### src/rtl/uart_tx_arbiter_pkg.sv
// Shared FSM encoding and constants for the UART transmit arbiter.
package uart_tx_arbiter_pkg;

    localparam int unsigned OWNER_W              = 3;
    localparam int unsigned DEFAULT_BUSY_TIMEOUT = 16;

    typedef enum logic [1:0] {
        StIdle     = 2'd0,
        StStart    = 2'd1,
        StWaitBusy = 2'd2,
        StWaitDone = 2'd3
    } state_e;

endpackage

### src/rtl/rr_select.sv
// Combinational round-robin selector: first set req bit at or after last_grant+1 (wrapping).
module rr_select
    import uart_tx_arbiter_pkg::*;
#(
    parameter int unsigned NUM_REQ = 4
) (
    input  logic [NUM_REQ-1:0] req,
    input  logic [OWNER_W-1:0] last_grant,
    output logic               valid,
    output logic [OWNER_W-1:0] index
);

    // Walk offsets from farthest to nearest so the nearest hit is the final assignment.
    always_comb begin
        valid = 1'b0;
        index = '0;
        for (int k = int'(NUM_REQ); k >= 1; k--) begin
            for (int j = 0; j < int'(NUM_REQ); j++) begin
                if (req[j] && ((int'(last_grant) + k == j) ||
                               (int'(last_grant) + k == j + int'(NUM_REQ)))) begin
                    valid = 1'b1;
                    index = OWNER_W'(j);
                end
            end
        end
    end

endmodule

### src/rtl/uart_tx_arbiter.sv
// Round-robin arbiter that shares one UART transmitter between NUM_REQ byte requesters.
module uart_tx_arbiter
    import uart_tx_arbiter_pkg::*;
#(
    parameter int unsigned NUM_REQ      = 4,
    parameter int unsigned BUSY_TIMEOUT = DEFAULT_BUSY_TIMEOUT
) (
    input  logic                 clk,
    input  logic                 rst,
    input  logic [NUM_REQ-1:0]   req,
    input  logic [8*NUM_REQ-1:0] req_data,
    output logic [NUM_REQ-1:0]   ack,
    output logic [NUM_REQ-1:0]   done,
    output logic                 tx_start,
    output logic [7:0]           tx_data,
    input  logic                 tx_busy,
    output logic [OWNER_W-1:0]   owner,
    output logic                 timeout_err
);

    localparam int unsigned CNT_W = $clog2(BUSY_TIMEOUT + 1);

    state_e             r_state, w_state_d;
    logic [OWNER_W-1:0] r_last_grant, r_owner;
    logic [CNT_W-1:0]   r_cnt;
    logic [NUM_REQ-1:0] r_ack, r_done;
    logic               r_tx_start, r_timeout_err;
    logic [7:0]         r_tx_data;

    logic               w_valid;
    logic [OWNER_W-1:0] w_index;
    logic [7:0]         w_sel_data;
    logic               w_grant, w_start, w_expire, w_finish;

    rr_select #(
        .NUM_REQ(NUM_REQ)
    ) u_rr_select (
        .req       (req),
        .last_grant(r_last_grant),
        .valid     (w_valid),
        .index     (w_index)
    );

    always_comb begin
        w_sel_data = 8'h00;
        for (int i = 0; i < int'(NUM_REQ); i++) begin
            if (w_index == OWNER_W'(i)) begin
                w_sel_data = req_data[8*i +: 8];
            end
        end
    end

    always_ff @(posedge clk or posedge rst) begin
        if (rst) begin
            r_state <= StIdle;
        end else begin
            r_state <= w_state_d;
        end
    end

    always_comb begin
        w_state_d = r_state;
        unique case (r_state)
            StIdle:     if (w_valid && !tx_busy) w_state_d = StStart;
            StStart:    w_state_d = StWaitBusy;
            StWaitBusy: begin
                if (tx_busy) begin
                    w_state_d = StWaitDone;
                end else if (r_cnt <= CNT_W'(1)) begin
                    w_state_d = StIdle;
                end
            end
            StWaitDone: if (!tx_busy) w_state_d = StIdle;
            default:    w_state_d = StIdle;
        endcase
    end

    always_comb begin
        w_grant  = 1'b0;
        w_start  = 1'b0;
        w_expire = 1'b0;
        w_finish = 1'b0;
        unique case (r_state)
            StIdle:     w_grant = w_valid && !tx_busy;
            StStart:    w_start = 1'b1;
            StWaitBusy: begin
                w_expire = !tx_busy && (r_cnt <= CNT_W'(1));
                w_finish = w_expire;
            end
            StWaitDone: w_finish = !tx_busy;
            default:    ;
        endcase
    end

    // Pulses are registered so ack, tx_start and done each land one edge after their event.
    always_ff @(posedge clk or posedge rst) begin
        if (rst) begin
            r_ack         <= '0;
            r_done        <= '0;
            r_tx_start    <= 1'b0;
            r_tx_data     <= 8'h00;
            r_owner       <= '0;
            r_last_grant  <= OWNER_W'(NUM_REQ - 1);
            r_cnt         <= '0;
            r_timeout_err <= 1'b0;
        end else begin
            r_ack      <= '0;
            r_done     <= '0;
            r_tx_start <= w_start;
            if (w_grant) begin
                r_ack     <= NUM_REQ'(1) << w_index;
                r_owner   <= w_index;
                r_tx_data <= w_sel_data;
            end
            if (w_start) begin
                r_cnt <= CNT_W'(BUSY_TIMEOUT);
            end else if (r_state == StWaitBusy && !tx_busy) begin
                r_cnt <= w_expire ? '0 : r_cnt - CNT_W'(1);
            end
            if (w_finish) begin
                r_done       <= NUM_REQ'(1) << r_owner;
                r_last_grant <= r_owner;
            end
            if (w_expire) begin
                r_timeout_err <= 1'b1;
            end
        end
    end

    assign ack         = r_ack;
    assign done        = r_done;
    assign tx_start    = r_tx_start;
    assign tx_data     = r_tx_data;
    assign owner       = r_owner;
    assign timeout_err = r_timeout_err;

endmodule

### config.mk
export PLATFORM = sky130hd
export DESIGN_NAME = uart_tx_arbiter
export DESIGN_NICKNAME = d
export VERILOG_FILES = /design/src/rtl/uart_tx_arbiter_pkg.sv /design/src/rtl/rr_select.sv /design/src/rtl/uart_tx_arbiter.sv
export SDC_FILE = /design/constraint.sdc
export NUM_CORES = 1
export LEC_CHECK = 0
export CAP_MARGIN = 0
export CORE_ASPECT_RATIO = 0.9
export CORE_MARGIN = 8
export CORE_UTILIZATION = 34
export CTS_BUF_LIST = sky130_fd_sc_hd__clkbuf_8
export CTS_CLUSTER_SIZE = 25
export DETAILED_ROUTE_END_ITERATION = 16
export SYNTH_ARGS = -nofsm -noshare
export SYNTH_HDL_FRONTEND = slang
export SYNTH_SLANG_ARGS = --single-unit
### constraint.sdc
create_clock -name clk -period 1.95 [get_ports clk]
set_input_delay 0.4875 -clock clk [delete_from_list [all_inputs] [get_ports clk]]
set_output_delay 0.4875 -clock clk [all_outputs]
set_load 0.03 [all_outputs]
==> metrics <==
Synthesis Warnings=0; Cells after Synth=177; Post-synth ARST share=1.00; post-synthesis register bit count=29; H-tree levels=2; largest net degree at the start of global routing=30; net switching power=1.31 mW; clock-pin slew on the worst setup and hold paths=0.06 ns; CP endpoint kind=output port; Setup Buffers After CTS=0; die area=0.00740 mm^2; CTS max path bufs=2; critical path depth in cells=1; Register Area=728 um^2; # IOs=60; most common cell after layout, fill and taps aside=clkdlybuf4s50_1; Final Util=0.533; ys flop type=dfrtp_1; worst clock skew=0.00230 ns; Distinct cells, synth=42; Leak=1.16 nW; Final Hold Violating Endpoints=0; Worst Path Required=1.46 ns; sequential share of power=0.328; post-synthesis adder-cell area fraction=0.0150; DRC=0; reg2reg path depth=5; Initial Utilization=0.349; CP bufs+invs=1; # diodes=0; max cap viols=0; grt total ovfl=0; Clock Sinks=29; CP max stage cell=clkdlybuf4s50_1; Post-Syn Area=0.00167 mm^2; drt pass-1 iters=4; Synth-to-Final Area Change=52.7%; critical path type=reg2out; Tcrit/Tclk final=0.967; vias per cell=4.79; status=completed; CTS Buf Count=5; post-synthesis compound-gate area fraction=0.289; die height=82.4 um; most frequent cells in the layout=clkdlybuf4s50_1, dfrtp_1, nor2_1; Slew Limit Fails=0; Peak VDD IR=0.000450 V; Post-Synth XOR/XNOR Area=0.00526; final worst setup slack=0.0637 ns; Core Region=0.00477 mm^2; Arr. time, crit path=1.40 ns; largest family of logic cells by synthesized area=compound AO/OA/AOI/OAI gates; f_max=530 MHz; Crit path largest cell delay=0.71 ns; Power Internal=1.90 mW; crit path max fanout=6; Sw Share=0.408; GP Congestion=0.793; final setup violation count=0; Avg Synthesized Cell Area=9.41 um^2; IO buf count=58; global-route wire length before repair=7470 um; Setup WS pre-CTS=-0.351 ns; detailed placer's ending HPWL=3610 um; nets=296; CTS tree=built; area of the multi-input gates=848 um^2; RSZ-0062 raised after global routing=no; post-synthesis net count=218; DRT iter0 DRCs=127; Root Buffer=clkbuf_8; final WL=4570 um; Die X=89.8 um; pwr dens=1260 mW/mm^2; fraction of synthesized area in multiplexers=0; Startpoint Class=flop; clock network power share=0.167; simple-gate share of the synthesized area=0.195; WL per Instance=14.2 um; Post-synth EDFFs=0; Fillers=452; Combinational Power Share=0.505; vias in the first global route=1516; share of cells above drive strength 1=0.172; register area share after synthesis=0.437; Hold WC Path Type=reg2reg; crit path time final=1.89 ns; FP Rows=24; ANT nets after route=0; Worst-Skew Late Latency=0.27 ns; DR vias=1539; CP cell instances=clkdlybuf4s50_1; Total Routing Usage GR=0.127; crit-path leading delay family=buffers and inverters; initial antenna violation count=0; WHS Path Cells=1
area by class of cell:
| class | count | share of cell area |
|---|---|---|
| multi-input combinational | 131 | 0.333 |
| timing repair buffer | 79 | 0.295 |
| sequential | 29 | 0.286 |
| clock buffer | 7 | 0.0379 |
| tap | 65 | 0.0320 |
| inverter | 9 | 0.0133 |
| clock inverter | 1 | 0.00197 |
registers in the layout, summed over array words and instances (netlist names):
| register | count |
|---|---|
| owner | 2 |
| timeout_err | 1 |
| tx_data | 8 |
| done | 4 |
| r_cnt | 5 |
| r_state | 2 |
| ack | 4 |
| tx_start | 1 |
| r_last_grant | 2 |
power groups by stage:
stage                     Combinational [mW]  Sequential [mW]  Clock [mW]
final                                   1.62             1.05       0.535
after global routing                    1.79             1.09       0.580
after CTS                               1.63             1.04       0.555
after detailed placement                1.62             1.06           0
after global placement                  1.60             1.05           0
after floorplan                        0.826             1.24           0
stage by stage:
step           hold slack, ns  power, mW  cell area [um^2]  setup TNS (ns)  cells
2_1_floorplan           0.474       2.07              1670               0    177
3_3_place_gp            0.440       2.66              2420           -2.82    313
3_5_place_dp            0.444       2.68              2420           -2.70    313
4_1_cts                 0.459       3.23              2530               0    321
5_1_grt                 0.490       3.46              2540               0    321
6_report                0.451       3.20              2540               0    321
layer usage:
metal	GRT usage	share of wire	vias to the layer above
li1	-	-	790
met1	0.175	0.51	703
met2	0.179	0.43	39
met3	0.0334	0.042	7
met4	0.0658	0.023	0
met5	0	0	-
timing repair:
action / 4_1_cts / 5_1_grt
pin swaps: 0 / 2
setup endpoints to repair: 1 / 8
cloned: 0 / 0
resized for setup: 2 / 8
hold buffers: 0 / 0
cells by family after synthesis:
family	Yosys count
buffers and inverters	17
and+or+nand+nor	63
xor gates and xnor gates	1
adders and majority gates	2
other	1
AOI/OAI and AO/OA	64
DFF	29
path summary, 6_finish.rpt:
check                                      from               to  slack [ns]
min in group asynchronous                   rst       tx_data[5]        0.59
worst min register to register      timeout_err      timeout_err        0.45
worst max-delay path                   owner[0]         owner[0]        0.06
worst min-delay path                timeout_err      timeout_err        0.45
max in group asynchronous                   rst  r_last_grant[1]        1.05
worst max register to register  r_last_grant[1]       tx_data[0]        0.18
synth_stat cells, types with 2 or more instances:
cell,count,area (um^2)
a21oi_1,9,45.0
ha_1,2,25.0
buf_6,2,22.5
dfrtp_1,27,676
a21boi_0,6,45.0
and3_1,8,50.1
and2_1,4,25.0
o31ai_1,6,45.0
nor3_1,3,15.0
dfstp_2,2,52.6
nor3b_1,2,15.0
a21o_1,2,15.0
a31oi_1,10,62.6
a32oi_1,3,26.3
o21ai_0,13,65.1
a22oi_1,2,15.0
nand2b_4,2,27.5
nor2_1,23,86.3
nor2b_1,3,18.8
buf_4,3,22.5
buf_2,3,15.0
nand2_1,12,45.0
inv_1,9,33.8
nand2b_1,3,18.8
(Power assumes the default switching activity.)
